[src/rtl/slave_write_scheduler_if.sv]
// Bundle of AW/W/B control signals between the per-slave write scheduler and the crossbar.
// "slave" modport is taken by the scheduler; "master" by whatever drives requests/handshakes.
interface slave_write_scheduler_if #(
    parameter int M                     = 2,
    parameter int NUM_OUTSTANDING_TRANS = 2
);
    localparam int MW = (M > 1) ? $clog2(M) : 1;
    localparam int CW = $clog2(NUM_OUTSTANDING_TRANS + 1);

    logic [M-1:0]  aw_req;
    logic          aw_hs;
    logic [M-1:0]  aw_grant;
    logic [MW-1:0] aw_sel;
    logic          aw_en;

    logic [M-1:0]  w_last;
    logic          w_hs;
    logic [MW-1:0] w_sel;
    logic          w_en;

    logic [MW-1:0] b_mid;
    logic          b_valid;
    logic          b_hs;
    logic [MW-1:0] b_sel;
    logic          b_en;

    logic [CW-1:0] outstanding;

    modport slave (
        input  aw_req, aw_hs, w_last, w_hs, b_mid, b_valid, b_hs,
        output aw_grant, aw_sel, aw_en, w_sel, w_en, b_sel, b_en, outstanding
    );

    modport master (
        output aw_req, aw_hs, w_last, w_hs, b_mid, b_valid, b_hs,
        input  aw_grant, aw_sel, aw_en, w_sel, w_en, b_sel, b_en, outstanding
    );
endinterface

[src/rtl/slave_write_scheduler.sv]
// Per-slave AXI3 write scheduler: AW arbitration, in-order W steering, outstanding-write tracking.
// Define WSCHED_RR_EN for round-robin AW arbitration; otherwise lowest requesting index wins.
module slave_write_scheduler #(
    parameter int M                     = 2,
    parameter int NUM_OUTSTANDING_TRANS = 2
) (
    input  logic                    clk,
    input  logic                    clr,
    slave_write_scheduler_if.slave  bus
);
    localparam int MW = (M > 1) ? $clog2(M) : 1;
    localparam int CW = $clog2(NUM_OUTSTANDING_TRANS + 1);
    localparam int PW = (NUM_OUTSTANDING_TRANS > 1) ? $clog2(NUM_OUTSTANDING_TRANS) : 1;
    localparam logic [CW-1:0] N_CNT    = CW'(NUM_OUTSTANDING_TRANS);
    localparam logic [PW-1:0] PTR_LAST = PW'(NUM_OUTSTANDING_TRANS - 1);

    typedef enum logic {
        IDLE  = 1'b0,
        GRANT = 1'b1
    } aw_state_t;

    aw_state_t     state, state_n;
    logic [M-1:0]  grant_q, grant_n;
    logic [MW-1:0] sel_q, sel_n;
    logic [MW-1:0] winner;
    logic          can_grant;

    logic [MW-1:0] fifo_mem [NUM_OUTSTANDING_TRANS];
    logic [PW-1:0] wr_ptr, rd_ptr;
    logic [CW-1:0] fifo_cnt;
    logic [CW-1:0] out_cnt;
    logic [MW-1:0] head;
    logic          fifo_empty, fifo_full;
    logic          aw_push, w_pop, b_dec;

    function automatic logic [PW-1:0] next_ptr(input logic [PW-1:0] p);
        return (p == PTR_LAST) ? '0 : p + 1'b1;
    endfunction

`ifdef WSCHED_RR_EN
    logic [MW-1:0] rr_ptr;

    // Search starts just after the last accepted master so every requester gets a turn.
    function automatic logic [MW-1:0] pick_winner(input logic [M-1:0] req,
                                                  input logic [MW-1:0] last);
        logic [MW-1:0] idx;
        logic          found;
        int            cand;
        idx   = '0;
        found = 1'b0;
        for (int k = 1; k <= M; k++) begin
            cand = (int'(last) + k) % M;
            if (!found && req[cand]) begin
                idx   = MW'(cand);
                found = 1'b1;
            end
        end
        return idx;
    endfunction

    assign winner = pick_winner(bus.aw_req, rr_ptr);

    always_ff @(posedge clk) begin
        if (clr)
            rr_ptr <= MW'(M - 1);
        else if (aw_push)
            rr_ptr <= sel_q;
    end
`else
    function automatic logic [MW-1:0] pick_winner(input logic [M-1:0] req);
        logic [MW-1:0] idx;
        idx = '0;
        for (int k = M - 1; k >= 0; k--) begin
            if (req[k])
                idx = MW'(k);
        end
        return idx;
    endfunction

    assign winner = pick_winner(bus.aw_req);
`endif

    assign fifo_empty = (fifo_cnt == '0);
    assign fifo_full  = (fifo_cnt == N_CNT);
    assign head       = fifo_mem[rd_ptr];

    // A grant needs room for both the order entry and the outstanding count.
    assign can_grant = (|bus.aw_req) && (out_cnt < N_CNT) && !fifo_full;
    assign aw_push   = (state == GRANT) && bus.aw_hs;
    assign w_pop     = !fifo_empty && bus.w_hs && bus.w_last[head];
    assign b_dec     = bus.b_hs && (out_cnt != '0);

    // ---- AW arbitration FSM ----
    always_ff @(posedge clk) begin
        if (clr) begin
            state   <= IDLE;
            grant_q <= '0;
            sel_q   <= '0;
        end else begin
            state   <= state_n;
            grant_q <= grant_n;
            sel_q   <= sel_n;
        end
    end

    always_comb begin
        state_n = state;
        grant_n = grant_q;
        sel_n   = sel_q;
        case (state)
            IDLE: begin
                if (can_grant) begin
                    grant_n         = '0;
                    grant_n[winner] = 1'b1;
                    sel_n           = winner;
                    state_n         = GRANT;
                end
            end
            GRANT: begin
                if (bus.aw_hs) begin
                    grant_n = '0;
                    sel_n   = '0;
                    state_n = IDLE;
                end
            end
            default: state_n = IDLE;
        endcase
    end

    // ---- W order FIFO ----
    always_ff @(posedge clk) begin
        if (aw_push)
            fifo_mem[wr_ptr] <= sel_q;
    end

    always_ff @(posedge clk) begin
        if (clr) begin
            wr_ptr   <= '0;
            rd_ptr   <= '0;
            fifo_cnt <= '0;
        end else begin
            if (aw_push)
                wr_ptr <= next_ptr(wr_ptr);
            if (w_pop)
                rd_ptr <= next_ptr(rd_ptr);
            case ({aw_push, w_pop})
                2'b10:   fifo_cnt <= fifo_cnt + 1'b1;
                2'b01:   fifo_cnt <= fifo_cnt - 1'b1;
                default: fifo_cnt <= fifo_cnt;
            endcase
        end
    end

    // ---- Outstanding write counter ----
    always_ff @(posedge clk) begin
        if (clr) begin
            out_cnt <= '0;
        end else begin
            case ({aw_push, b_dec})
                2'b10:   out_cnt <= out_cnt + 1'b1;
                2'b01:   out_cnt <= out_cnt - 1'b1;
                default: out_cnt <= out_cnt;
            endcase
        end
    end

    assign bus.aw_grant    = grant_q;
    assign bus.aw_sel      = sel_q;
    assign bus.aw_en       = |grant_q;
    assign bus.w_en        = !fifo_empty;
    // Masked so stale storage never shows through while nothing is queued.
    assign bus.w_sel       = fifo_empty ? '0 : head;
    assign bus.b_sel       = bus.b_mid;
    assign bus.b_en        = bus.b_valid && (out_cnt != '0);
    assign bus.outstanding = out_cnt;
endmodule
[src/flat_wrapper.sv]
// flat-port wrapper written by rule: the top's interface ports become plain ports
module slave_write_scheduler_flat 
#(
    parameter int M                     = 2,
    parameter int NUM_OUTSTANDING_TRANS = 2
)
  (clk, clr, bus_aw_req, bus_aw_hs, bus_w_last, bus_w_hs, bus_b_mid, bus_b_valid, bus_b_hs, bus_aw_grant, bus_aw_sel, bus_aw_en, bus_w_sel, bus_w_en, bus_b_sel, bus_b_en, bus_outstanding);
  slave_write_scheduler_if #(.M(M), .NUM_OUTSTANDING_TRANS(NUM_OUTSTANDING_TRANS)) bus_i ();
  input  logic clk;
  input  logic clr;
  input wire logic [$bits(bus_i.aw_req)-1:0] bus_aw_req;
  input wire logic [$bits(bus_i.aw_hs)-1:0] bus_aw_hs;
  input wire logic [$bits(bus_i.w_last)-1:0] bus_w_last;
  input wire logic [$bits(bus_i.w_hs)-1:0] bus_w_hs;
  input wire logic [$bits(bus_i.b_mid)-1:0] bus_b_mid;
  input wire logic [$bits(bus_i.b_valid)-1:0] bus_b_valid;
  input wire logic [$bits(bus_i.b_hs)-1:0] bus_b_hs;
  output wire logic [$bits(bus_i.aw_grant)-1:0] bus_aw_grant;
  output wire logic [$bits(bus_i.aw_sel)-1:0] bus_aw_sel;
  output wire logic [$bits(bus_i.aw_en)-1:0] bus_aw_en;
  output wire logic [$bits(bus_i.w_sel)-1:0] bus_w_sel;
  output wire logic [$bits(bus_i.w_en)-1:0] bus_w_en;
  output wire logic [$bits(bus_i.b_sel)-1:0] bus_b_sel;
  output wire logic [$bits(bus_i.b_en)-1:0] bus_b_en;
  output wire logic [$bits(bus_i.outstanding)-1:0] bus_outstanding;
  assign bus_i.aw_req = bus_aw_req;
  assign bus_i.aw_hs = bus_aw_hs;
  assign bus_i.w_last = bus_w_last;
  assign bus_i.w_hs = bus_w_hs;
  assign bus_i.b_mid = bus_b_mid;
  assign bus_i.b_valid = bus_b_valid;
  assign bus_i.b_hs = bus_b_hs;
  assign bus_aw_grant = bus_i.aw_grant;
  assign bus_aw_sel = bus_i.aw_sel;
  assign bus_aw_en = bus_i.aw_en;
  assign bus_w_sel = bus_i.w_sel;
  assign bus_w_en = bus_i.w_en;
  assign bus_b_sel = bus_i.b_sel;
  assign bus_b_en = bus_i.b_en;
  assign bus_outstanding = bus_i.outstanding;
  slave_write_scheduler #(.M(M), .NUM_OUTSTANDING_TRANS(NUM_OUTSTANDING_TRANS)) u_core (.clk(clk), .clr(clr), .bus(bus_i));
endmodule
[config.mk]
export PLATFORM = sky130hd
export DESIGN_NAME = slave_write_scheduler_flat
export DESIGN_NICKNAME = d
export VERILOG_FILES = /design/src/rtl/slave_write_scheduler_if.sv /design/src/rtl/slave_write_scheduler.sv /design/src/flat_wrapper.sv
export SDC_FILE = /design/constraint.sdc
export NUM_CORES = 1
export LEC_CHECK = 0
export CAP_MARGIN = 15
export CORE_MARGIN = 3
export CORE_UTILIZATION = 40
export CTS_CLUSTER_SIZE = 30
export DETAILED_ROUTE_END_ITERATION = 10
export GPL_TIMING_DRIVEN = 0
export PLACE_DENSITY = 0.78
export SKIP_CTS_REPAIR_TIMING = 1
export SYNTH_ARGS = -nofsm -noshare
export SYNTH_HDL_FRONTEND = slang
export SYNTH_SLANG_ARGS = --single-unit
[constraint.sdc]
create_clock -name clk -period 4.87 [get_ports clk]
set_clock_uncertainty 0.1 [all_clocks]
set_input_delay 0.487 -clock clk [delete_from_list [all_inputs] [get_ports clk]]
set_output_delay 0.487 -clock clk [all_outputs]
set_load 0.02 [all_outputs]
==> key figures <==
Outcome
  • Status: finished clean

CTS
  • Skew-Pair Late Insertion Delay: about 270 ps
  • Cts bufs inserted: 3
  • CTS clk-pin slew, worst paths: 70 ps
  • H-tree levels: 1
  • CTS sink cnt: 12
  • Clock tree from TritonCTS: yes
  • Root Driver: clkbuf_4
  • Clock tree buffer depth: 2

Critical path
  • Worst-path fanout max: 7
  • Req. time, crit path: 4280 ps
  • Startpoint Class: register
  • Critical path class: reg2out
  • Crit path buf inv count: 2
  • Delay-heaviest family, CP: buffers and inverters
  • Slowest CP cell: clkdlybuf4s50_1
  • Crit path DAT: 1730 ps
  • CP max stage delay: 530 ps
  • Cell chain of the critical path: buf_6 -> or2_2 -> and2b_2 -> clkdlybuf4s50_1
  • Crit. End Element: output pin

Synth
  • Syn avg cell area: approximately 10 sq um
  • Multiplexer area fraction after synthesis: 8.032%
  • Sequential fraction of the synthesis area: roughly two fifths
  • Yosys warning count: 0
  • Cell Area, Synth: 623.1 sq um
  • XOR/XNOR share of the synthesized area: 7.028%
  • Async SR Flop Fraction: 0%
  • Synth cell types: 28
  • Area contributors post-synth: dfxtp_1 (32%), edfxtp_1 (9.6%), nor2_1 (4.8%), mux2i_2 (4.4%), xor2_1 (4.2%)
  • Post-synthesis simple-gate area fraction: approximately 18%
  • Top-count cell post-synth: dfxtp_1
  • Post-synth EDFFs: 2
  • Synth Area in Compound Gates: 14.86%
  • Main synth FF type: dfxtp_1
  • Synthesis-stage register bit count: 12
  • Adder-cell share of the synthesized area: around 4%
  • Synth cell count leaders: dfxtp_1 (10), nor2_1 (8), a21oi_1 (4)
  • Leading area contributor after synthesis: dfxtp_1
  • Synth top area share: between 30% and 40%
  • Synth Instances: 62
  • Syn_nets: 75
  • Largest family of logic cells by synthesized area: simple AND/OR/NAND/NOR gates

Power and ir drop
  • Power, Total: 0.3440 mW
  • Worst vdd rail ir drop: approximately 0.21 mV
  • Internal: 0.2264 mW
  • Comb power frac: a little over two fifths
  • Sw frac: 34.19%
  • Pwr dens: 405.5 nW/um^2
  • Leak Pwr: 0.3373 nW
  • Switching power: 0.1176 mW
  • Clock share of power: 17.9%
  • Flop pwr share: 39.1%

Floorplanning
  • DIE WIDTH: 45.47 um
  • IO Count: 21
  • Full die area: about 2100 sq um
  • Row count: 13
  • Initial Utilization: a little under half
  • Die height: 45.47 um
  • Core area: 1383 sq um

STA
  • Tightest Pin Transition: 323.8 ps
  • Fin. max-slew vios: 0
  • RSZ-0062 raised after global routing: no
  • PnR worst setup slack: 2550 ps
  • Fin crit share: 47.63%
  • Final setup viols: 0
  • F_max: between 400 and 500 MHz
  • Slew HR: around four fifths
  • Final hold violation count: 0
  • Min cycle time layout: 2320 ps
  • Setup TNS: 0 ps

Route
  • Iteration-0 DRC Markers: 9
  • Post-Route WL: ~1200 um
  • Drt drc: 0
  • DR WL/cell: 12.45 um
  • Number of antenna-violating nets in the routed design: 0
  • Via count: roughly 520
  • Router iterations before antenna repair: 4
  • Via density: 5.202

Placed design
  • Port buffer count: 18
  • Setup Slack @ Placement: 2512 ps
  • Dpl cell area: 822.0 sq um
  • GPL Wtd Cong: 0.7580
  • Final HPWL DP: 967.1 um

Run
  • Max-cap violations: 0

Global route
  • Largest net degree at the start of global routing: 11
  • Total track usage: 12.97%
  • Initial antenna violation count: 0
  • Global-route wire length before repair: 1925 um
  • GR Overflow Total: 0
  • Vias in the first global route: 474

Cells and area
  • FF+latch area: 260.3 sq um
  • Core Util, Final: 61.36%
  • Multi-input gate area: roughly 330 sq um
  • Layout Nets: 98
  • Fillers: between 100 and 150
  • Fraction of layout cells with a size suffix above 1: 16.67%
  • Area grow syn2layout: 36.14%
  • Final instance area: 848.3 sq um
  • Antenna Cells: 0

Min path
  • HP Class: in2reg
metal layers:
layer  vias up  wire length, um  global-route usage [%]
met1       232              555                   15.63
met4         0               20                   8.772
li1        259                -                       -
met2        20              576                   20.06
met3         4               82                   3.162
met5         -                0                       0
final cells by class:
type                            count  share of cell area [%]
Tap cell                           15                   2.212
Inverter                            1                  0.4425
Buffer                              4                   3.982
Clock inverter                      1                  0.4425
Clock buffer                        3                   2.655
Multi-Input combinational cell     45                   38.35
Timing Repair Buffer               18                   21.24
Sequential cell                    12                   30.68
power groups by stage:
stage | Clock [mW] | Combinational [mW] | Sequential (mW)
after floorplan | 0 | 0.0849 | 0.144
after global placement | 0 | 0.145 | 0.136
after detailed placement | 0 | 0.148 | 0.137
after CTS | 0.0629 | 0.150 | 0.135
after global routing | 0.0675 | 0.160 | 0.137
final | 0.0615 | 0.148 | 0.134
cell families after synthesis:
group | after synthesis
compound gates | 13
xor+xnor | 5
fa+ha+maj | 2
buf+inv | 5
flops | 12
mux | 4
simple gates | 21
final timing paths:
check        cells after the start                        end                    from  slack [ps]
max reg2reg                      5         u_core.fifo_cnt[1]                register        2900
min                              2  u_core.bus.outstanding[1]                     clr         350
max                              4                  bus_w_sel      u_core.fifo_cnt[0]        2550
min reg2reg                      2     u_core.bus.aw_grant[0]  u_core.bus.aw_grant[0]         410
through the flow:
| step | cells | hold WS, ps |
|---|---|---|
| detailed placement | 95 | 404.0 |
| global placement | 95 | 401.6 |
| finish | 99 | 350.7 |
| CTS | 99 | 350.9 |
| floorplan | 62 | 393.2 |
| global route | 99 | 355.1 |
placed cells by master (no fill, tap or decap), types with 2 or more instances in the layout:
cell type,count
or3_1,2
dfxtp_1,10
clkbuf_4,3
o21a_1,2
a21oi_1,4
mux2_1,2
xor2_1,3
nor2_1,8
o21ai_0,2
mux2i_2,2
o311ai_0,2
edfxtp_1,2
buf_4,3
clkdlybuf4s50_1,18
ha_1,2
xnor2_1,2
or2_2,3
flip-flops by register name, indices dropped and copies added (netlist names), named ones only:
register and count:
u_core.bus.aw_sel 1, u_core.fifo_cnt 2, u_core.bus.aw_grant 1, u_core.state 1, u_core.fifo_mem 2, u_core.wr_ptr 1
u_core.bus.outstanding 2, u_core.rd_ptr 1
No activity file was read; power rests on OpenSTA's default activity.
